===== src/rtl/uart_pkg.sv =====
// +------------------------------------------------------------------+
// | uart_pkg : shared constants and FSM state type for uart_link     |
// | Rev 1.0  : initial release                                       |
// +------------------------------------------------------------------+
`default_nettype none

package uart_pkg;
  localparam int   DEFAULT_CLKS_PER_BIT = 35;
  localparam int   DATA_BITS            = 8;
  localparam logic LINE_IDLE            = 1'b1;

  typedef enum logic [2:0] {
    IDLE   = 3'd0,
    START  = 3'd1,
    DATA   = 3'd2,
    PARITY = 3'd3,
    STOP   = 3'd4
  } uart_state_e;
endpackage

`default_nettype wire


===== src/rtl/uart_bit_timer.sv =====
// +------------------------------------------------------------------+
// | uart_bit_timer : loadable down-counter, one-cycle bit_tick_o     |
// | Rev 1.0  : initial release                                       |
// +------------------------------------------------------------------+
`default_nettype none

module uart_bit_timer
  import uart_pkg::*;
#(
  parameter int CLKS_PER_BIT = DEFAULT_CLKS_PER_BIT
) (
  input  logic clock,
  input  logic reset,
  input  logic en_i,
  input  logic load_i,
  input  logic half_i,
  output logic bit_tick_o
);
  localparam int            CW        = $clog2(CLKS_PER_BIT);
  localparam logic [CW-1:0] FULL_LOAD = CW'(CLKS_PER_BIT - 1);
  localparam logic [CW-1:0] HALF_LOAD = CW'(CLKS_PER_BIT / 2 - 1);

  logic [CW-1:0] count_q, count_d;

  // Ticks on the last cycle of each period and reloads a full period itself
  always_comb begin
    count_d = count_q;
    if (load_i) begin
      count_d = half_i ? HALF_LOAD : FULL_LOAD;
    end else if (en_i) begin
      count_d = (count_q == '0) ? FULL_LOAD : count_q - CW'(1);
    end
  end

  always_ff @(posedge clock) begin
    if (reset) count_q <= FULL_LOAD;
    else       count_q <= count_d;
  end

  assign bit_tick_o = en_i && (count_q == '0);
endmodule

`default_nettype wire


===== src/rtl/uart_link.sv =====
// +------------------------------------------------------------------+
// | uart_link : 8N1 UART, change-triggered TX, oversampled RX        |
// | Option   : define UART_PARITY_EN to add an even-parity bit       |
// | Rev 1.0  : initial release                                       |
// +------------------------------------------------------------------+
`default_nettype none

module uart_link
  import uart_pkg::*;
#(
  parameter int CLKS_PER_BIT = DEFAULT_CLKS_PER_BIT
) (
  input  logic                 clock,
  input  logic                 reset,
  input  logic [DATA_BITS-1:0] tx_data_in,
  output logic                 tx_serial,
  output logic                 tx_busy,
  input  logic                 rx_serial,
  output logic [DATA_BITS-1:0] rx_data_out,
  output logic                 rx_valid,
  output logic                 rx_frame_err,
  output logic                 rx_parity_err
);
  localparam logic [2:0] LAST_IDX = 3'(DATA_BITS - 1);

  uart_state_e          tx_state_q, tx_state_d;
  logic [DATA_BITS-1:0] tx_shift_q, tx_shift_d, last_sent_q, last_sent_d;
  logic [2:0]           tx_idx_q, tx_idx_d;
  logic                 tx_serial_q, tx_serial_d, tx_busy_q, tx_busy_d;
  logic                 tx_load, tx_tick;

  uart_state_e          rx_state_q, rx_state_d;
  logic [DATA_BITS-1:0] rx_shift_q, rx_shift_d, rx_data_q, rx_data_d;
  logic [2:0]           rx_idx_q, rx_idx_d;
  logic                 rx_meta_q, rx_sync_q, rx_prev_q;
  logic                 rx_perr_q, rx_perr_d;
  logic                 rx_valid_q, rx_valid_d, rx_ferr_q, rx_ferr_d;
  logic                 rx_parity_err_q, rx_parity_err_d;
  logic                 rx_load, rx_tick, rx_fall;

  uart_bit_timer #(.CLKS_PER_BIT(CLKS_PER_BIT)) u_tx_timer (
    .clock(clock), .reset(reset), .en_i(tx_state_q != IDLE),
    .load_i(tx_load), .half_i(1'b0), .bit_tick_o(tx_tick)
  );

  uart_bit_timer #(.CLKS_PER_BIT(CLKS_PER_BIT)) u_rx_timer (
    .clock(clock), .reset(reset), .en_i(rx_state_q != IDLE),
    .load_i(rx_load), .half_i(1'b1), .bit_tick_o(rx_tick)
  );

  // last_sent_q holds the byte in flight, so parity is taken from it
  always_comb begin
    tx_state_d  = tx_state_q;
    tx_shift_d  = tx_shift_q;
    last_sent_d = last_sent_q;
    tx_idx_d    = tx_idx_q;
    tx_serial_d = tx_serial_q;
    tx_busy_d   = tx_busy_q;
    tx_load     = 1'b0;
    case (tx_state_q)
      IDLE: if (tx_data_in != last_sent_q) begin
        tx_state_d  = START;
        tx_shift_d  = tx_data_in;
        last_sent_d = tx_data_in;
        tx_serial_d = 1'b0;
        tx_busy_d   = 1'b1;
        tx_load     = 1'b1;
      end
      START: if (tx_tick) begin
        tx_state_d  = DATA;
        tx_serial_d = tx_shift_q[0];
        tx_shift_d  = tx_shift_q >> 1;
        tx_idx_d    = '0;
      end
      DATA: if (tx_tick) begin
        if (tx_idx_q == LAST_IDX) begin
`ifdef UART_PARITY_EN
          tx_state_d  = PARITY;
          tx_serial_d = ^last_sent_q;
`else
          tx_state_d  = STOP;
          tx_serial_d = LINE_IDLE;
`endif
        end else begin
          tx_serial_d = tx_shift_q[0];
          tx_shift_d  = tx_shift_q >> 1;
          tx_idx_d    = tx_idx_q + 3'd1;
        end
      end
      PARITY: if (tx_tick) begin
        tx_state_d  = STOP;
        tx_serial_d = LINE_IDLE;
      end
      STOP: if (tx_tick) begin
        tx_state_d = IDLE;
        tx_busy_d  = 1'b0;
      end
      default: tx_state_d = IDLE;
    endcase
  end

  assign rx_fall = rx_prev_q & ~rx_sync_q;

  always_comb begin
    rx_state_d      = rx_state_q;
    rx_shift_d      = rx_shift_q;
    rx_data_d       = rx_data_q;
    rx_idx_d        = rx_idx_q;
    rx_perr_d       = rx_perr_q;
    rx_valid_d      = 1'b0;
    rx_ferr_d       = 1'b0;
    rx_parity_err_d = 1'b0;
    rx_load         = 1'b0;
    case (rx_state_q)
      IDLE: if (rx_fall) begin
        rx_state_d = START;
        rx_load    = 1'b1;
        rx_perr_d  = 1'b0;
      end
      START: if (rx_tick) begin
        rx_state_d = rx_sync_q ? IDLE : DATA;
        rx_idx_d   = '0;
      end
      DATA: if (rx_tick) begin
        rx_shift_d = {rx_sync_q, rx_shift_q[DATA_BITS-1:1]};
        rx_idx_d   = rx_idx_q + 3'd1;
        if (rx_idx_q == LAST_IDX) begin
`ifdef UART_PARITY_EN
          rx_state_d = PARITY;
`else
          rx_state_d = STOP;
`endif
        end
      end
      PARITY: if (rx_tick) begin
        rx_state_d = STOP;
        rx_perr_d  = rx_sync_q ^ (^rx_shift_q);
      end
      STOP: if (rx_tick) begin
        rx_state_d = IDLE;
        rx_ferr_d  = ~rx_sync_q;
`ifdef UART_PARITY_EN
        rx_parity_err_d = rx_perr_q;
`endif
        if (rx_sync_q && !rx_perr_q) begin
          rx_data_d  = rx_shift_q;
          rx_valid_d = 1'b1;
        end
      end
      default: rx_state_d = IDLE;
    endcase
  end

  always_ff @(posedge clock) begin
    if (reset) begin
      tx_state_q      <= IDLE;
      tx_shift_q      <= '0;
      last_sent_q     <= '0;
      tx_idx_q        <= '0;
      tx_serial_q     <= LINE_IDLE;
      tx_busy_q       <= 1'b0;
      rx_state_q      <= IDLE;
      rx_shift_q      <= '0;
      rx_data_q       <= '0;
      rx_idx_q        <= '0;
      rx_meta_q       <= LINE_IDLE;
      rx_sync_q       <= LINE_IDLE;
      rx_prev_q       <= LINE_IDLE;
      rx_perr_q       <= 1'b0;
      rx_valid_q      <= 1'b0;
      rx_ferr_q       <= 1'b0;
      rx_parity_err_q <= 1'b0;
    end else begin
      tx_state_q      <= tx_state_d;
      tx_shift_q      <= tx_shift_d;
      last_sent_q     <= last_sent_d;
      tx_idx_q        <= tx_idx_d;
      tx_serial_q     <= tx_serial_d;
      tx_busy_q       <= tx_busy_d;
      rx_state_q      <= rx_state_d;
      rx_shift_q      <= rx_shift_d;
      rx_data_q       <= rx_data_d;
      rx_idx_q        <= rx_idx_d;
      rx_meta_q       <= rx_serial;
      rx_sync_q       <= rx_meta_q;
      rx_prev_q       <= rx_sync_q;
      rx_perr_q       <= rx_perr_d;
      rx_valid_q      <= rx_valid_d;
      rx_ferr_q       <= rx_ferr_d;
      rx_parity_err_q <= rx_parity_err_d;
    end
  end

  assign tx_serial     = tx_serial_q;
  assign tx_busy       = tx_busy_q;
  assign rx_data_out   = rx_data_q;
  assign rx_valid      = rx_valid_q;
  assign rx_frame_err  = rx_ferr_q;
  assign rx_parity_err = rx_parity_err_q;
endmodule

`default_nettype wire


===== config.mk =====
export PLATFORM = sky130hd
export DESIGN_NAME = uart_link
export DESIGN_NICKNAME = d
export VERILOG_FILES = /design/src/rtl/uart_pkg.sv /design/src/rtl/uart_bit_timer.sv /design/src/rtl/uart_link.sv
export SDC_FILE = /design/constraint.sdc
export NUM_CORES = 1
export LEC_CHECK = 0
export ABC_AREA = 1
export CAP_MARGIN = 20
export CORE_AREA = 2 2 61 107
export DETAILED_ROUTE_END_ITERATION = 10
export DIE_AREA = 0 0 63 109
export GPL_ROUTABILITY_DRIVEN = 0
export PLACE_DENSITY_LB_ADDON = 0.05
export SLEW_MARGIN = 20
export SYNTH_ARGS = -nofsm -noshare
export SYNTH_HDL_FRONTEND = slang
export SYNTH_SLANG_ARGS = --single-unit

===== constraint.sdc =====
create_clock -name clock -period 4.1 [get_ports clock]
set_input_delay 0.41 -clock clock [delete_from_list [all_inputs] [get_ports clock]]
set_output_delay 0.41 -clock clock [all_outputs]
set_load 0.005 [all_outputs]

==> flow_summary.rst, run 1 <==
.. list-table::
   :header-rows: 1

   * - Metric
     - Value
   * - Kind of start point of the critical path
     - primary input
   * - Met2 usage
     - 38.75%
   * - Global-route usage over all layers
     - ~21%
   * - Synth-to-layout area growth
     - 16.08%
   * - # diodes
     - 0
   * - Clock period minus worst slack
     - 1.907 ns
   * - Commonest non-fill, non-tap cell in the layout
     - nand2_1
   * - Max cap viols
     - 0
   * - Clock network latency to the later pin of the worst-skew pair
     - 0.35 ns
   * - Critical Path End Type
     - flip-flop
   * - Design internal power
     - 1254 uW
   * - Maximum number of buffers from clock root to sink
     - 2
   * - Routing usage on met1
     - between 20% and 30%
   * - Netlist cell types
     - 36
   * - Count of port buffers added during placement
     - 22
   * - Die outline height
     - 109 um
   * - Final clock period utilization by the worst path
     - 46.52%
   * - Number of placement rows
     - 38
   * - Via-per-instance ratio
     - 5.027
   * - Seq pwr share
     - 40.5%
   * - Synth area leaders
     - dfxtp_1 (42%), nand2_1 (11%), nor2_1 (7.1%)
   * - Endpoints failing setup
     - 0
   * - Buffers and inverters on the worst path
     - 1
   * - Static leakage power
     - 0.001568 uW
   * - Library cell with the largest summed area after synthesis
     - dfxtp_1
   * - Share of the yosys chip area belonging to registers
     - ~42%
   * - Core Box Area
     - 6038 um^2
   * - Synth Area in XOR/XNOR
     - 5.196%
   * - TritonCTS clock tree
     - built
   * - Avg WL per Cell
     - ~12 um
   * - Final std cell area, no fill
     - 3522 um^2
   * - Outcome
     - finished clean
   * - First drt pass iteration count
     - 4
   * - Starting density of the core
     - 50.25%
   * - Count of routing violations after the opening detailed-route iteration
     - 74
   * - Post-DP HPWL
     - 4639 um
   * - IR Drop Worst-Case VDD
     - around 280 uV
   * - Proportion of power drawn by the clock network
     - 30.4%
   * - Fin util
     - 58.33%
   * - Number of nets in the finished design
     - ~460
   * - Number of placed instances, taps included
     - 508
   * - Clock buffers created by TritonCTS
     - 9
   * - Clock tree skew after final layout
     - 0.004717 ns
   * - Number of instances resized during post-cts repair
     - 0
   * - Data arrival time at the worst-slack endpoint
     - 2.20 ns
   * - I/O pins
     - 24
   * - Most used cells in the layout excluding fill and tap cells
     - nand2_1 (85), dfxtp_1 (64), nor2_1 (57), o21ai_0 (37), inv_1 (36)
   * - Switching component of the power
     - 659.0 uW
   * - Largest stage delay on the critical path
     - 0.54 ns
   * - Switching Share
     - 34.45%
   * - Largest fanout on the critical path
     - 16
   * - Internal reg-to-reg setup slack
     - around 2.3 ns
   * - Cell area after technology mapping
     - 3034 um^2
   * - Category of cells accounting for the largest share of critical-path delay
     - simple AND/OR/NAND/NOR gates
   * - Total congestion overflow
     - 0
   * - Max H-tree Level
     - 3
   * - Mean area per synthesized cell
     - between 7 and 8 um^2
   * - Area enclosed by the die boundary
     - 6867 um^2
   * - CTS sink cnt
     - 64
   * - Final antenna-violating net count
     - 0
   * - Unrepaired setup endpoints after global routing
     - no
   * - Combinational family with the most area after synthesis
     - simple AND/OR/NAND/NOR gates
   * - Synth Net Count
     - about 430
   * - Met3 Use GR
     - between 6 and 7%
   * - Critical path's most frequent cell
     - nand2_1
   * - Final cell count without fillers
     - between 500 and 600
   * - Required time at the worst-slack endpoint
     - 4.40 ns
   * - Setup repair bufs after CTS
     - 0
   * - Slowest library cell on the worst path
     - clkdlybuf4s50_1
   * - Number of cells produced by synthesis
     - 414
   * - Synth Register Bits
     - 64
   * - Maximum number of pins on one net before global-route repair
     - 30
   * - Die extent in x
     - 63 um
   * - Placed cell area
     - 3304 um^2
   * - Aggregate negative setup slack
     - 0 ns
   * - Routed vias
     - about 2600
   * - Antenna violations before repair
     - 0
   * - DRC
     - 0
   * - Clock transition at the registers of the reported paths
     - 0.06 ns
   * - Wire length after detailed routing
     - 6389 um
   * - Total power draw
     - about 1900 uW
   * - Area fraction in and, or, nand and nor cells after synthesis
     - 28.16%
   * - Root buffer cell
     - clkbuf_8
   * - Worst Path Class, Setup
     - in -> reg
   * - Total power per unit cell area
     - 543.1 nW/um^2
   * - Maximum clock rate
     - roughly 520 MHz
   * - Share of layout cells above drive strength 1
     - ~9.9%
   * - Area fraction in compound gates after synthesis
     - 14.14%
   * - Global route hottest layer
     - met2
   * - Number of global-route vias before repair
     - 2575
   * - Yosys top cell area share
     - around 42%
   * - Number of warnings printed during yosys synthesis
     - 0
   * - Combinational power share
     - 29.1%
   * - Count of hold-fix buffers inserted at cts
     - 0
   * - Global-route wire length before repair
     - 10960 um
   * - Path class of the lowest-slack min-delay path
     - reg -> reg
   * - Arithmetic-cell share of the synthesized area counting full adders, half adders and majority gates
     - 2.474%
   * - Final Max Tran Viols
     - 0
   * - Worst path cell trace
     - clkdlybuf4s50_1, xnor2_1, nand2_1, nor2_1, nand2_1, nand2_2, nand2_1, nor2_1, o21a_1
   * - Mux share of post-synthesis cell area
     - 0%
   * - Count of endpoints failing hold in the final timing report
     - 0
[cells in the mapped netlist]
cell type / count
buf_4: 1
o211a_1: 2
ha_1: 6
nor2_1: 57
clkinv_1: 1
inv_4: 1
clkbuf_1: 5
nand2_1: 85
a31oi_1: 1
o221ai_1: 1
buf_6: 3
nand3_1: 20
nor3_1: 6
nor2_2: 3
inv_1: 36
conb_1: 1
nand4_1: 3
xnor2_1: 9
o21a_1: 1
nand4_2: 2
xor2_1: 9
nor2_4: 4
a21oi_1: 32
o2111ai_1: 1
nand3b_1: 1
o21ai_0: 37
nand3_2: 1
buf_2: 1
nor4_1: 2
a22oi_1: 2
inv_2: 6
dfxtp_1: 64
nand2_2: 5
nor3_2: 1
o21ai_2: 2
or2_2: 2
[per-layer routing]
layer  vias to the layer above  part of all wire (%)
li1                       1392                     -
met2                        34                    54
met3                        15                   3.2
met4                         0                   2.7
met5                         -                     0
met1                      1193                    41
[flip-flops by register name, indices dropped and copies added, names as in the netlist, 3 cells and up]
| register | count |
|---|---|
| last_sent_q | 8 |
| rx_data_out | 8 |
| rx_idx_q | 3 |
| rx_shift_q | 8 |
| rx_state_q | 3 |
| tx_idx_q | 3 |
| tx_shift_q | 8 |
| tx_state_q | 3 |
| u_rx_timer.count_q | 6 |
| u_tx_timer.count_q | 6 |
[cell families (layout without fill, tap and decap cells)]
logic type,count (synthesis),after routing
adders and majority gates,6,6
xor gates and xnor gates,18,18
other,1,1
DFF,64,64
buffers and inverters,54,84
and+or+nand+nor,192,192
AOI/OAI and AO/OA,79,79
[power groups by stage]
stage               Clock [uW]  Sequential [uW]  Combinational [uW]
finish                     581              775                 557
global route               626              786                 639
CTS                        598              774                 560
detailed placement           0              787                 557
global placement             0              786                 554
floorplan                    0              776                 464
[per-stage QoR]
step	worst slack [ns]	hold WS (ns)
2_1_floorplan	2.648	0.3895
3_3_place_gp	1.945	0.3914
3_5_place_dp	1.837	0.3975
4_1_cts	2.201	0.4127
5_1_grt	1.954	0.4421
6_report	2.193	0.4103
[cell type report]
class                      count  area, um^2
sequential                    64        1281
clock buffer                  14       182.7
tap                           80       100.1
fill                         603        2516
timing repair buffer          24       235.2
clock inverter                 2       35.03
inverter                      44       167.7
multi-input combinational    296        1520
[path summary, 6_finish.rpt]
| check | cells past startpoint | from | endpoint |
|---|---|---|---|
| max | 9 | tx_data_in[3] | u_tx_timer.count_q[0] |
| min | 1 | rx_meta_q | rx_sync_q |
| max reg2reg | 9 | tx_state_q[2] | tx_shift_q[4] |
| min reg2reg | 1 | rx_meta_q | rx_sync_q |
(Power assumes the default switching activity.)
==> run 2: changes to the inputs <==
==> constraint.sdc (replaced) <==
create_clock -name clock -period 1.95 [get_ports clock]
set_input_delay 0.195 -clock clock [delete_from_list [all_inputs] [get_ports clock]]
set_output_delay 0.195 -clock clock [all_outputs]
set_load 0.005 [all_outputs]
==> run 2 against run 1 <==
  * Register-to-register slack lost 2.1 ns
  * Worst setup slack worse by 2.0 ns
  * Core utilization up 0.68 points
  * Final cell count grew 1.5%
  * Via count grew 0.91%
  * Die area unchanged
  * Power rose by 110%
  * Clock skew rose by 0.0019 ns
  * Critical path depth unchanged
  * First-iteration DRC count increased by 14%
  * Clock power is 96% higher
  * Flip-flop and latch count unchanged
  * Critical endpoint is now tx_shift_q[4]
  * Highest routed layer unchanged
==> flow_summary.rst, run 2 (synthesized netlist as in run 1, its figures left out) <==
.. list-table::
   :header-rows: 1

   * - Metric
     - Value
   * - Switching Share
     - a little over a third
   * - Static leakage power
     - 0.001596 uW
   * - First drt pass iteration count
     - 4
   * - Max H-tree Level
     - 3
   * - Largest fanout on the critical path
     - 9
   * - Worst path cell trace
     - inv_1, ha_1, nand4_2, nor2_4, nor2_1, nor2_1, nand2_2, o21ai_0, nor2_1
   * - CTS sink cnt
     - 64
   * - Clock network latency to the later pin of the worst-skew pair
     - 0.33 ns
   * - Design internal power
     - 2622 uW
   * - Global-route wire length before repair
     - 11150 um
   * - TritonCTS clock tree
     - built
   * - Avg WL per Cell
     - 11.93 um
   * - # diodes
     - 0
   * - Critical Path End Type
     - flip-flop
   * - Unrepaired setup endpoints after global routing
     - no
   * - Antenna violations before repair
     - 0
   * - Synth-to-layout area growth
     - 17.44%
   * - Starting density of the core
     - between 50 and 60%
   * - Number of nets in the finished design
     - ~460
   * - Final std cell area, no fill
     - between 3000 and 4000 um^2
   * - Placed cell area
     - 3364 um^2
   * - Number of placement rows
     - 38
   * - Count of port buffers added during placement
     - 22
   * - Routed vias
     - about 2700
   * - Switching component of the power
     - between 1000 and 1500 uW
   * - Post-DP HPWL
     - just under 5000 um
   * - Path class of the lowest-slack min-delay path
     - reg -> reg
   * - Proportion of power drawn by the clock network
     - 28.4%
   * - Combinational power share
     - 31.0%
   * - Global-route usage over all layers
     - 21.12%
   * - Number of placed instances, taps included
     - 516
   * - Category of cells accounting for the largest share of critical-path delay
     - simple AND/OR/NAND/NOR gates
   * - Setup repair bufs after CTS
     - 0
   * - Max cap viols
     - 0
   * - Buffers and inverters on the worst path
     - 1
   * - Area enclosed by the die boundary
     - between 6000 and 7000 um^2
   * - Final clock period utilization by the worst path
     - about nine tenths
   * - Number of global-route vias before repair
     - roughly 2600
   * - Total congestion overflow
     - 0
   * - Clock buffers created by TritonCTS
     - 9
   * - Endpoints failing setup
     - 0
   * - Die outline height
     - roughly 110 um
   * - Die extent in x
     - 63 um
   * - Root buffer cell
     - clkbuf_8
   * - Seq pwr share
     - 40.6%
   * - Largest stage delay on the critical path
     - 0.34 ns
   * - Maximum number of pins on one net before global-route repair
     - 22
   * - Count of endpoints failing hold in the final timing report
     - 0
   * - Clock tree skew after final layout
     - 0.006610 ns
   * - IR Drop Worst-Case VDD
     - 624.9 uV
   * - Required time at the worst-slack endpoint
     - 2.17 ns
   * - Final cell count without fillers
     - 532
   * - Data arrival time at the worst-slack endpoint
     - 2.00 ns
   * - Count of routing violations after the opening detailed-route iteration
     - between 80 and 90
   * - Wire length after detailed routing
     - 6346 um
   * - Core Box Area
     - around 6000 um^2
   * - DRC
     - 0
   * - Number of instances resized during post-cts repair
     - 0
   * - Final Max Tran Viols
     - 0
   * - Aggregate negative setup slack
     - 0 ns
   * - Maximum clock rate
     - 561.6 MHz
   * - Outcome
     - finished clean
   * - Clock period minus worst slack
     - 1.781 ns
   * - Via-per-instance ratio
     - ~5.0
   * - Count of hold-fix buffers inserted at cts
     - 0
   * - Most used cells in the layout excluding fill and tap cells
     - nand2_1 (85), dfxtp_1 (64), nor2_1 (57), o21ai_0 (37), inv_1 (36)
   * - Final antenna-violating net count
     - 0
   * - Kind of start point of the critical path
     - flip-flop
   * - Commonest non-fill, non-tap cell in the layout
     - nand2_1
   * - Clock transition at the registers of the reported paths
     - about 0.070 ns
   * - Total power per unit cell area
     - 1128 nW/um^2
   * - I/O pins
     - 24
   * - Total power draw
     - 4021 uW
   * - Critical path's most frequent cell
     - nor2_1
   * - Maximum number of buffers from clock root to sink
     - 2
   * - Slowest library cell on the worst path
     - dfxtp_1
   * - Worst Path Class, Setup
     - reg -> reg
   * - Share of layout cells above drive strength 1
     - 11.28%
-- run 2: changes by cell type in the layout (fill, tap and decap cells not counted), sizes merged --
cell	change
buf	+8
clkbuf	-1
clkinv	+1
-- run 2: area by class of cell --
type,count,area (um^2)
fillers,611,2475
clock buffers,13,158.9
repair buffers,32,295.3
flip-flops and latches,64,1281
inverters,44,167.7
clock inverters,3,40.04
well taps,80,100.1
multi-input cells,296,1520
-- run 2: power groups by stage --
stage	Clock, uW	Sequential [uW]	Combinational [uW]
after floorplan	0	1630	975
after global placement	0	1650	1250
after detailed placement	0	1660	1250
after CTS	1190	1630	1260
after global routing	1250	1660	1430
final	1140	1630	1250
-- run 2: layer usage --
metal | vias to the layer above | global-route usage (%) | share of wire [%]
li1 | 1410 | - | -
met1 | 1199 | 20.84 | 40
met4 | 0 | 11.43 | 2.1
met2 | 38 | 39.51 | 55
met3 | 11 | 5.676 | 2.3
met5 | - | 0 | 0
-- run 2: metrics by stage --
step / utilization, % / hold slack (ns) / setup slack [ns]
after detailed placement: 55.72 / 0.3951 / 0.1642
after CTS: 59.01 / 0.3941 / 0.1874
after floorplan: - / 0.2988 / 0.4982
final: 59.01 / 0.4096 / 0.1693
after global routing: 59.01 / 0.4205 / 0.03924
after global placement: 55.72 / 0.3902 / 0.1860
-- run 2: final timing paths --
path | from | endpoint | slack, ns | cells past startpoint
max | u_tx_timer.count_q[0] | tx_shift_q[4] | 0.17 | 9
min | rx_meta_q | rx_sync_q | 0.41 | 1
max reg2reg | u_tx_timer.count_q[0] | tx_shift_q[4] | 0.17 | 9
min reg2reg | rx_meta_q | rx_sync_q | 0.41 | 1
-- run 2: worst reg2reg max path, stage by stage, from the launching register on --
cell	delay, ns
dfxtp_1	0.34
inv_1	0.08
ha_1	0.20
nand4_2	0.20
nor2_4	0.19
nor2_1	0.06
nor2_1	0.16
nand2_2	0.15
o21ai_0	0.23
nor2_1	0.06
